**src/rtl/tag_anc_pkg.sv**
```systemverilog
// Definitions shared by the anchor TX sequencer and the tag RX controller.
// Both ends of the GPIO sync/scan handshake use these masks and state codes.
package tag_anc_pkg;

    localparam logic [11:0] SYNC_MASK = 12'h004;
    localparam logic [11:0] SCAN_MASK = 12'h040;
    localparam logic [11:0] ACK_MASK  = 12'h001;
    localparam logic [11:0] RXV_MASK  = 12'h010;
    localparam logic [11:0] GPIO_DDR  = SYNC_MASK | SCAN_MASK;

    localparam int SYNC_AMP_DEFAULT = 32000;

    typedef enum logic [2:0] {
        ST_IDLE     = 3'd0,
        ST_TRIG     = 3'd1,
        ST_LOC_SYNC = 3'd2,
        ST_HOP_SYNC = 3'd3,
        ST_HOP_TX   = 3'd4
    } tx_state_e;

    function automatic int max_int(input int a, input int b);
        return (a > b) ? a : b;
    endfunction

endpackage

```
**src/rtl/gpio_io_sync.sv**
```systemverilog
// Front-panel GPIO boundary: 2-FF synchronizer on the inputs, registered
// outputs masked to the driven pins, and the constant direction word.
module gpio_io_sync
    import tag_anc_pkg::*;
#(
    parameter int GPIO_REG_WIDTH = 12
) (
    input  logic                      clk,
    input  logic                      reset,
    input  logic [GPIO_REG_WIDTH-1:0] fp_gpio_in,
    input  logic [GPIO_REG_WIDTH-1:0] gpio_out_next,
    output logic [GPIO_REG_WIDTH-1:0] gpio_in_sync,
    output logic [GPIO_REG_WIDTH-1:0] fp_gpio_out,
    output logic [GPIO_REG_WIDTH-1:0] fp_gpio_ddr
);

    localparam logic [GPIO_REG_WIDTH-1:0] DDR = GPIO_REG_WIDTH'(GPIO_DDR);

    logic [GPIO_REG_WIDTH-1:0] gpio_meta;

    always_ff @(posedge clk) begin
        if (reset) begin
            gpio_meta    <= '0;
            gpio_in_sync <= '0;
            fp_gpio_out  <= '0;
        end else begin
            gpio_meta    <= fp_gpio_in;
            gpio_in_sync <= gpio_meta;
            fp_gpio_out  <= gpio_out_next & DDR;
        end
    end

    assign fp_gpio_ddr = DDR;

endmodule

```
**src/rtl/tag_tx_ctrl_anc.sv**
```systemverilog
// Anchor-side transmit sequencer: per hop it triggers the tag over GPIO, waits
// for its acknowledge, then emits a sync burst, a hop-sync tone and a data window.
module tag_tx_ctrl_anc
    import tag_anc_pkg::*;
#(
    parameter int DATA_WIDTH     = 16,
    parameter int GPIO_REG_WIDTH = 12,
    parameter int SYNC_N         = 8192,
    parameter int NUM_HOPS       = 64,
    parameter int TRIG_HOLD      = 64,
    parameter int ACK_TIMEOUT    = 4096,
    parameter int SYNC_AMP       = SYNC_AMP_DEFAULT
) (
    input  logic                      clk,
    input  logic                      reset,
    input  logic                      start,
    input  logic                      abort,
    input  logic                      scan_mode,
    input  logic [DATA_WIDTH-1:0]     itx_in,
    input  logic [DATA_WIDTH-1:0]     qtx_in,
    input  logic [GPIO_REG_WIDTH-1:0] fp_gpio_in,
    output logic [GPIO_REG_WIDTH-1:0] fp_gpio_out,
    output logic [GPIO_REG_WIDTH-1:0] fp_gpio_ddr,
    output logic                      tx_valid,
    output logic [DATA_WIDTH-1:0]     itx_out,
    output logic [DATA_WIDTH-1:0]     qtx_out,
    output logic [2:0]                tx_state,
    output logic [7:0]                hop_idx,
    output logic                      busy,
    output logic                      err_timeout
);

    // The counter also times the acknowledge window, so it must hold both ranges.
    localparam int CNT_W = $clog2(max_int(3 * SYNC_N + 1, ACK_TIMEOUT));

    localparam logic [CNT_W-1:0] CNT_HOLD      = CNT_W'(TRIG_HOLD);
    localparam logic [CNT_W-1:0] CNT_TIMEOUT   = CNT_W'(ACK_TIMEOUT - 1);
    localparam logic [CNT_W-1:0] CNT_LOC_LOAD  = CNT_W'(SYNC_N - 1);
    localparam logic [CNT_W-1:0] CNT_LOC_HALF  = CNT_W'(SYNC_N / 2);
    localparam logic [CNT_W-1:0] CNT_HS_SCAN   = CNT_W'(SYNC_N - 1);
    localparam logic [CNT_W-1:0] CNT_HS_NORMAL = CNT_W'(3 * SYNC_N - 1);
    localparam logic [CNT_W-1:0] CNT_TX_LOAD   = CNT_W'(2 * SYNC_N);
    localparam logic [CNT_W-1:0] CNT_ONE       = CNT_W'(1);
    localparam logic [7:0]       LAST_HOP      = 8'(NUM_HOPS - 1);

    localparam logic [DATA_WIDTH-1:0] AMP_POS = DATA_WIDTH'(SYNC_AMP);
    localparam logic [DATA_WIDTH-1:0] AMP_NEG = DATA_WIDTH'(-SYNC_AMP);

    localparam logic [GPIO_REG_WIDTH-1:0] SYNC_BIT = GPIO_REG_WIDTH'(SYNC_MASK);
    localparam logic [GPIO_REG_WIDTH-1:0] SCAN_BIT = GPIO_REG_WIDTH'(SCAN_MASK);
    localparam logic [GPIO_REG_WIDTH-1:0] ACK_BIT  = GPIO_REG_WIDTH'(ACK_MASK);

    tx_state_e                 state, state_next;
    logic [CNT_W-1:0]          cnt, cnt_next;
    logic [7:0]                hop_next;
    logic                      scan_r, scan_next;
    logic                      err_next;
    logic                      valid_next;
    logic                      sync_next;
    logic [DATA_WIDTH-1:0]     i_next, q_next;
    logic [GPIO_REG_WIDTH-1:0] gpio_out_next;
    logic [GPIO_REG_WIDTH-1:0] gpio_in_sync;
    logic                      ack_sync;
    logic                      unused_gpio_in;

    gpio_io_sync #(
        .GPIO_REG_WIDTH(GPIO_REG_WIDTH)
    ) u_gpio (
        .clk          (clk),
        .reset        (reset),
        .fp_gpio_in   (fp_gpio_in),
        .gpio_out_next(gpio_out_next),
        .gpio_in_sync (gpio_in_sync),
        .fp_gpio_out  (fp_gpio_out),
        .fp_gpio_ddr  (fp_gpio_ddr)
    );

    // RXV and the other synchronized inputs are reserved for future use.
    assign ack_sync       = |(gpio_in_sync & ACK_BIT);
    assign unused_gpio_in = ^(gpio_in_sync & ~ACK_BIT);

    assign tx_state = state;
    assign busy     = (state != ST_IDLE);

    // NOTE: every variable below gets a default first so no path infers a latch.
    always_comb begin
        state_next = state;
        cnt_next   = cnt;
        hop_next   = hop_idx;
        scan_next  = scan_r;
        err_next   = err_timeout;
        valid_next = 1'b0;
        sync_next  = 1'b0;
        i_next     = '0;
        q_next     = '0;

        case (state)
            ST_IDLE: begin
                if (start) begin
                    scan_next  = scan_mode;
                    hop_next   = '0;
                    err_next   = 1'b0;
                    cnt_next   = '0;
                    state_next = ST_TRIG;
                end
            end
            ST_TRIG: begin
                sync_next = (cnt < CNT_HOLD);
                if (ack_sync && (cnt >= CNT_HOLD)) begin
                    cnt_next   = CNT_LOC_LOAD;
                    state_next = ST_LOC_SYNC;
                end else if (cnt == CNT_TIMEOUT) begin
                    err_next   = 1'b1;
                    cnt_next   = '0;
                    state_next = ST_IDLE;
                end else begin
                    cnt_next = cnt + CNT_ONE;
                end
            end
            ST_LOC_SYNC: begin
                valid_next = 1'b1;
                i_next     = (cnt >= CNT_LOC_HALF) ? AMP_POS : AMP_NEG;
                if (cnt == '0) begin
                    cnt_next   = scan_r ? CNT_HS_SCAN : CNT_HS_NORMAL;
                    state_next = ST_HOP_SYNC;
                end else begin
                    cnt_next = cnt - CNT_ONE;
                end
            end
            ST_HOP_SYNC: begin
                valid_next = 1'b1;
                i_next     = AMP_POS;
                if (cnt == '0) begin
                    cnt_next   = CNT_TX_LOAD;
                    state_next = ST_HOP_TX;
                end else begin
                    cnt_next = cnt - CNT_ONE;
                end
            end
            ST_HOP_TX: begin
                valid_next = 1'b1;
                i_next     = itx_in;
                q_next     = qtx_in;
                if (cnt == '0) begin
                    state_next = (hop_idx == LAST_HOP) ? ST_IDLE : ST_TRIG;
                    if (hop_idx != LAST_HOP) hop_next = hop_idx + 8'd1;
                end else begin
                    cnt_next = cnt - CNT_ONE;
                end
            end
            default: begin
                cnt_next   = '0;
                state_next = ST_IDLE;
            end
        endcase

        // Abort wins over everything, including the output of the current cycle.
        if (abort) begin
            state_next = ST_IDLE;
            cnt_next   = '0;
            hop_next   = hop_idx;
            err_next   = err_timeout;
            scan_next  = scan_r;
            valid_next = 1'b0;
            sync_next  = 1'b0;
            i_next     = '0;
            q_next     = '0;
        end

        gpio_out_next = (sync_next ? SYNC_BIT : '0)
                      | ((busy && scan_r && !abort) ? SCAN_BIT : '0);
    end

    // NOTE: sequential state uses non-blocking assignments so all registers
    // update together from the same pre-edge values.
    always_ff @(posedge clk) begin
        if (reset) begin
            state       <= ST_IDLE;
            cnt         <= '0;
            hop_idx     <= '0;
            scan_r      <= 1'b0;
            err_timeout <= 1'b0;
            tx_valid    <= 1'b0;
            itx_out     <= '0;
            qtx_out     <= '0;
        end else begin
            state       <= state_next;
            cnt         <= cnt_next;
            hop_idx     <= hop_next;
            scan_r      <= scan_next;
            err_timeout <= err_next;
            tx_valid    <= valid_next;
            itx_out     <= i_next;
            qtx_out     <= q_next;
        end
    end

endmodule

```
**config.mk**
```make
export PLATFORM = sky130hd
export DESIGN_NAME = tag_tx_ctrl_anc
export DESIGN_NICKNAME = d
export VERILOG_FILES = /design/src/rtl/tag_anc_pkg.sv /design/src/rtl/gpio_io_sync.sv /design/src/rtl/tag_tx_ctrl_anc.sv
export SDC_FILE = /design/constraint.sdc
export NUM_CORES = 1
export LEC_CHECK = 0
export BUFFER_PORTS_ARGS = -buffer_cell sky130_fd_sc_hd__buf_2
export CAP_MARGIN = 10
export CORE_MARGIN = 4
export CORE_UTILIZATION = 30
export DETAILED_ROUTE_END_ITERATION = 10
export PLACE_DENSITY = 0.62
export SLEW_MARGIN = 10
export SYNTH_ARGS = -nofsm -noshare
export SYNTH_HDL_FRONTEND = slang
export SYNTH_SLANG_ARGS = --single-unit
```
**constraint.sdc**
```tcl
create_clock -name clk -period 2.85 [get_ports clk]
set_input_delay 0.57 -clock clk [delete_from_list [all_inputs] [get_ports clk]]
set_output_delay 0.57 -clock clk [all_outputs]
set_load 0.02 [all_outputs]
```
==> results.py, run 1 <==
metrics = {
    "run_status": {
        "status": "finished clean",
    },
    "detailed_routing": {
        "vias": 3217,
        "dr.first_iter.drc_count": 329,
        "via_per_inst": 5.07,
        "drt_pass1_iterations": 5,
        "ant_nets": 0,
        "drc": 0,
        "wl_per_cell_um": 14.8,
        "drt_wl_total_um": 9390,
    },
    "worst_setup_path": {
        "path_class": "reg -> reg",
        "end_kind": "register",
        "r2r-start": "cnt[1]",
        "worstPathMaxFanout": 11,
        "crit_arrival_ns": 2.76,
        "cp-start-kind": "register",
        "cp-startpoint": "cnt[1]",
        "critical_path_required_ns": 3.07,
    },
    "cts": {
        "post_cts_buffers": 0,
        "h-tree-depth": 3,
        "cts_tree": "done",
        "clk_pin_slew_worst_paths_ns": 0.06,
        "clk_latency_ns": 0.33,
        "cts_sinks": 65,
        "cts_buffers": 9,
        "cts_resized": 0,
        "cts-root-buf": "clkbuf_16",
        "holdBufCountCts": 0,
        "cts_buffer_depth": 2,
    },
    "synth": {
        "synth_top_cell_area_share": 0.386,
        "avgSynthCellArea_um2": 8.40,
        "postSynthCellCount": 401,
        "ys_ff_latch": 65,
        "synth_area_leaders": "dfxtp_1 39%, and3_1 5.2%, buf_4 5.1%",
        "synth_top_cell_by_area": "dfxtp_1",
        "syn_area_um2": 3370,
        "ys_seq_area_frac": 0.386,
        "ys_async_sr_fraction": 0,
        "netlist-cell-type-count": 56,
        "synthFlopType": "dfxtp_1",
        "yosysWarningCount": 0,
        "synth_edf_count": 0,
    },
    "worst_hold_path": {
        "hold_path.class": "reg -> reg",
        "min_from": "u_gpio.gpio_meta[0]",
    },
    "timing": {
        "post-route-min-period_ns": 2.53,
        "finalCritPeriodShare": 0.889,
        "timing.final.max_slew_violations": 0,
        "finClkSkew_ns": 0.00679,
        "fin_ws_ns": 0.315,
        "rsz0062_at_grt": "false",
        "fin_setup_tns_ns": 0,
        "fmax_mhz": 395,
        "holdWs_ns": 0.435,
        "setup_viol": 0,
        "hold_viol": 0,
        "relSlewSlack": 0.588,
        "tightest_slew_ns": 0.611,
    },
    "power": {
        "power_mw": 2.27,
        "power_density_nw_per_um2": 530,
        "vdd_drop_max_mv": 0.305,
        "leakage_nw": 1.99,
    },
    "run": {
        "maxCapViolations": 0,
    },
    "placed_design": {
        "gp_congestion": 0.931,
        "port_buffers": 85,
        "dp.final_hpwl_um": 6870,
        "dpl-instance-area_um2": 3950,
        "pre_cts_ws_ns": 0.276,
    },
    "floorplan": {
        "fp.dieArea_um2": 13000,
        "initial_core_util": 0.308,
        "rows": 38,
        "ioPinCount": 119,
        "die_w_um": 114,
        "die_h_um": 114,
        "core_area_um2": 10900,
    },
    "grt": {
        "antenna_found_initial": 0,
        "first_global_vias": 3121,
        "grtUsageTotal": 0.146,
        "grt_pass1_wl_um": 15300,
        "grt_max_degree": 32,
        "grt_overflow": 0,
    },
    "layout": {
        "drive_gt1_frac": 0.287,
        "diodes": 0,
        "area_growth_pct": 27.1,
        "final_net_count": 543,
        "fin_area_um2": 4280,
    },
}
[kinds of logic (layout without fill, tap and decap cells)]
kind of cell,Yosys count,in the layout,share of synthesized area
flip-flops,65,65,0.386
adder cells (fa/ha/maj),4,4,0.0149
multiplexers,5,5,0.0149
AND/OR/NAND/NOR,161,161,0.270
AO/OA/AOI/OAI,84,84,0.164
XOR/XNOR,21,21,0.0546
other,2,22,0.00223
buffers and inverters,59,133,0.0933
[where the power goes]
group          total (mW)  leakage, nW  internal, mW  switching [mW]
sequential          0.916        0.525         0.913         0.00284
combinational       0.135         1.30        0.0439          0.0916
clock                1.22        0.159         0.792           0.424
total                2.27         1.99          1.75           0.519
[metrics by stage]
stage / std cells / utilization
after floorplan: 421 / -
after global placement: 619 / 0.361
after detailed placement: 619 / 0.361
after CTS: 635 / 0.391
after global routing: 635 / 0.391
final: 635 / 0.391
[layout make-up]
| cell class | instances | area, µm² |
|---|---|---|
| clock buffers | 10 | 239 |
| flip-flops and latches | 65 | 1300 |
| repair buffers | 110 | 613 |
| fillers | 1101 | 6660 |
| clock inverters | 6 | 90.1 |
| multi-input cells | 297 | 1830 |
| well taps | 140 | 175 |
| inverters | 7 | 26.3 |
[worst paths after layout]
| kind | endpoint | slack [ns] | depth (start not counted) |
|---|---|---|---|
| hold reg to reg | u_gpio.gpio_in_sync[0] | 0.43 | 1 |
| setup / recovery | cnt[2] | 0.32 | 8 |
| hold / removal | u_gpio.gpio_in_sync[0] | 0.43 | 1 |
| setup reg to reg | cnt[2] | 0.32 | 8 |
[cell usage in the layout (no fill, tap or decap), types with 2 or more instances in the layout]
master	Yosys	routed
o21ai_0	20	20
inv_1	7	7
nand2_1	26	26
bufinv_16	0	2
nor2_1	32	32
o211ai_1	2	2
mux2i_1	5	5
o21a_1	4	4
nor3_1	11	11
xnor2_1	13	13
nand4_1	10	10
a21o_1	4	4
or4_1	2	2
buf_2	5	85
o21ai_1	2	2
buf_4	23	25
nor4b_1	2	2
o31ai_1	2	2
nor4b_2	2	2
nor4_2	2	2
nand2b_1	2	2
dfxtp_1	65	64
a32oi_1	2	2
a22o_1	3	3
and3_1	28	28
o22ai_1	5	5
clkbuf_16	0	9
conb_1	2	22
nand3_1	17	17
a31oi_1	9	9
nor4_1	5	5
or3_1	3	3
ha_1	4	4
nor3b_1	3	2
a22oi_1	2	2
xor2_1	8	8
or2_2	3	3
a21oi_1	20	20
nor2b_1	4	4
[critical path: stages (launching register included)]
cell	delay, ns
dfxtp_2	0.37
inv_1	0.09
ha_1	0.17
or4bb_1	0.43
or4_1	0.49
a21o_1	0.37
a22oi_1	0.20
o21ai_0	0.09
a22o_1	0.23
[state kept, by name (all words and copies together) (netlist names)]
name / count
u_gpio.fp_gpio_out: 2
hop_idx: 8
scan_r: 1
tx_valid: 1
itx_out: 16
u_gpio.gpio_in_sync: 1
u_gpio.gpio_meta: 1
tx_state: 3
cnt: 15
qtx_out: 16
err_timeout: 1
[cells in the mapped netlist, types with 2 or more instances]
library cell and count:
a21o_1 4, a21oi_1 20, a22o_1 3, a22oi_1 2, a31oi_1 9, a32oi_1 2
and3_1 28, buf_2 5, buf_4 23, clkbuf_1 24, conb_1 2, dfxtp_1 65
ha_1 4, inv_1 7, mux2i_1 5, nand2_1 26, nand2b_1 2, nand3_1 17
nand4_1 10, nor2_1 32, nor2b_1 4, nor3_1 11, nor3b_1 3, nor4_1 5
nor4_2 2, nor4b_1 2, nor4b_2 2, o211ai_1 2, o21a_1 4, o21ai_0 20
o21ai_1 2, o22ai_1 5, o31ai_1 2, or2_2 3, or3_1 3, or4_1 2
xnor2_1 13, xor2_1 8
[metal layers]
| metal | wire [µm] | vias to the layer above | GRT usage |
|---|---|---|---|
| met2 | 4220 | 142 | 0.224 |
| met4 | 191 | 0 | 0.0705 |
| li1 | - | 1572 | - |
| met1 | 4160 | 1486 | 0.188 |
| met3 | 823 | 17 | 0.0419 |
| met5 | 0 | - | 0 |
Note: power is estimated with default switching activity, not from simulation.
==> run 2, diff against run 1 <==
PLACE_DENSITY = 0.61   (was 0.62)
==> results.py, run 2 (synthesized netlist as in run 1, its figures left out) <==
metrics = {
    "run_status": {
        "status": "finished clean",
    },
    "worst_setup_path": {
        "worstPathMaxFanout": 9,
        "end_kind": "register",
        "crit_arrival_ns": 2.84,
        "cp-start-kind": "register",
        "critical_path_required_ns": 3.08,
        "path_class": "reg -> reg",
    },
    "floorplan": {
        "initial_core_util": 0.308,
        "core_area_um2": 10900,
        "fp.dieArea_um2": 13000,
        "die_w_um": 114,
        "die_h_um": 114,
        "rows": 38,
        "ioPinCount": 119,
    },
    "cts": {
        "cts_sinks": 65,
        "clk_latency_ns": 0.33,
        "clk_pin_slew_worst_paths_ns": 0.06,
        "cts_tree": "done",
        "holdBufCountCts": 0,
        "post_cts_buffers": 0,
        "h-tree-depth": 3,
        "cts_resized": 0,
        "cts_buffers": 9,
        "cts_buffer_depth": 2,
        "cts-root-buf": "clkbuf_16",
    },
    "timing": {
        "finalCritPeriodShare": 0.918,
        "rsz0062_at_grt": "false",
        "timing.final.max_slew_violations": 0,
        "setup_viol": 0,
        "fin_setup_tns_ns": 0,
        "post-route-min-period_ns": 2.62,
        "hold_viol": 0,
        "finClkSkew_ns": 0.00604,
        "fmax_mhz": 382,
        "tightest_slew_ns": 0.670,
        "relSlewSlack": 0.552,
    },
    "power": {
        "p_seq_frac": 0.422,
        "vdd_drop_max_mv": 0.335,
        "leakage_nw": 1.96,
        "power_switching_share": 0.237,
        "power_density_nw_per_um2": 515,
        "intPower_mw": 1.66,
        "clockPowerShare": 0.516,
        "power_switching_uw": 516,
        "p_comb_frac": 0.062,
    },
    "layout": {
        "final-seq-area_um2": 1300,
        "fin_area_um2": 4220,
        "area_growth_pct": 25.4,
        "multi_input_area_um2": 1830,
        "drive_gt1_frac": 0.279,
        "fillers": 1148,
        "final_common_cell": "buf_2",
        "mostFrequentLayoutCells": "85 x buf_2, 65 x dfxtp_1, 32 x nor2_1",
        "final_net_count": 539,
        "reg.largest.list": "itx_out: 16 flops, qtx_out: 16 flops, cnt: 15 flops",
        "diodes": 0,
    },
    "detailed_routing": {
        "wl_per_cell_um": 15.0,
        "vias": 3217,
        "ant_nets": 0,
        "drt_wl_total_um": 9490,
        "drt_pass1_iterations": 5,
        "dr.first_iter.drc_count": 256,
        "via_per_inst": 5.10,
        "drc": 0,
    },
    "grt": {
        "grt_pass1_wl_um": 15000,
        "grtUsageTotal": 0.143,
        "grt_overflow": 0,
        "first_global_vias": 3081,
        "grt_max_degree": 32,
        "antenna_found_initial": 0,
    },
    "run": {
        "maxCapViolations": 0,
    },
    "placed_design": {
        "dp.final_hpwl_um": 6800,
        "dpl-instance-area_um2": 3920,
        "port_buffers": 85,
        "gp_congestion": 0.871,
    },
    "worst_hold_path": {
        "hold_path.class": "reg -> reg",
    },
}
## run 2: changes by cell type in the layout (fill, tap and decap cells not counted), sizes merged
cell,delta
buf,-4
bufinv,-1
clkinv,+1
## run 2: metrics by stage
stage	power (mW)	hold WS, ns	util	worst slack [ns]	instances
2_1_floorplan	1.04	0.414	-	0.288	421
3_3_place_gp	1.07	0.422	0.358	0.305	615
3_5_place_dp	1.07	0.428	0.358	0.268	615
4_1_cts	2.20	0.441	0.386	0.257	631
5_1_grt	2.25	0.454	0.386	0.0694	631
6_report	2.17	0.437	0.386	0.234	631
## run 2: power by group through the flow
stage                     sequential (mW)  clock (mW)  combinational [mW]
after global routing                0.916        1.19               0.147
after global placement              0.936           0               0.132
after detailed placement            0.936           0               0.133
after CTS                           0.916        1.15               0.134
after floorplan                     0.939           0               0.101
final                               0.916        1.12               0.135
## run 2: per-layer routing
metal	GRT usage	wire length, µm	vias up
met4	0.0475	125	0
met3	0.0387	776	14
met1	0.186	4230	1500
met5	0	0	-
met2	0.230	4360	144
li1	-	-	1559
## run 2: worst paths after layout
path / from / to / slack [ns] / cells after the start
max: cnt[0] / cnt[2] / 0.23 / 9
min: u_gpio.gpio_meta[0] / u_gpio.gpio_in_sync[0] / 0.44 / 1
max reg2reg: cnt[0] / cnt[2] / 0.23 / 9
min reg2reg: u_gpio.gpio_meta[0] / u_gpio.gpio_in_sync[0] / 0.44 / 1
## run 2: area by class of cell
class	count	area share
Timing Repair Buffer	106	0.138
Inverter	7	0.00622
Tap cell	140	0.0415
Sequential cell	65	0.308
Multi-Input combinational cell	297	0.434
Clock buffer	10	0.0566
Clock inverter	6	0.0154
## run 2: critical path, stage by stage (launching register included)
cell	delay (ns)
dfxtp_1	0.40
inv_1	0.13
ha_1	0.16
or3b_2	0.49
nor4_4	0.26
buf_4	0.21
o31ai_1	0.11
and3_1	0.36
a21o_1	0.21
a22o_1	0.17
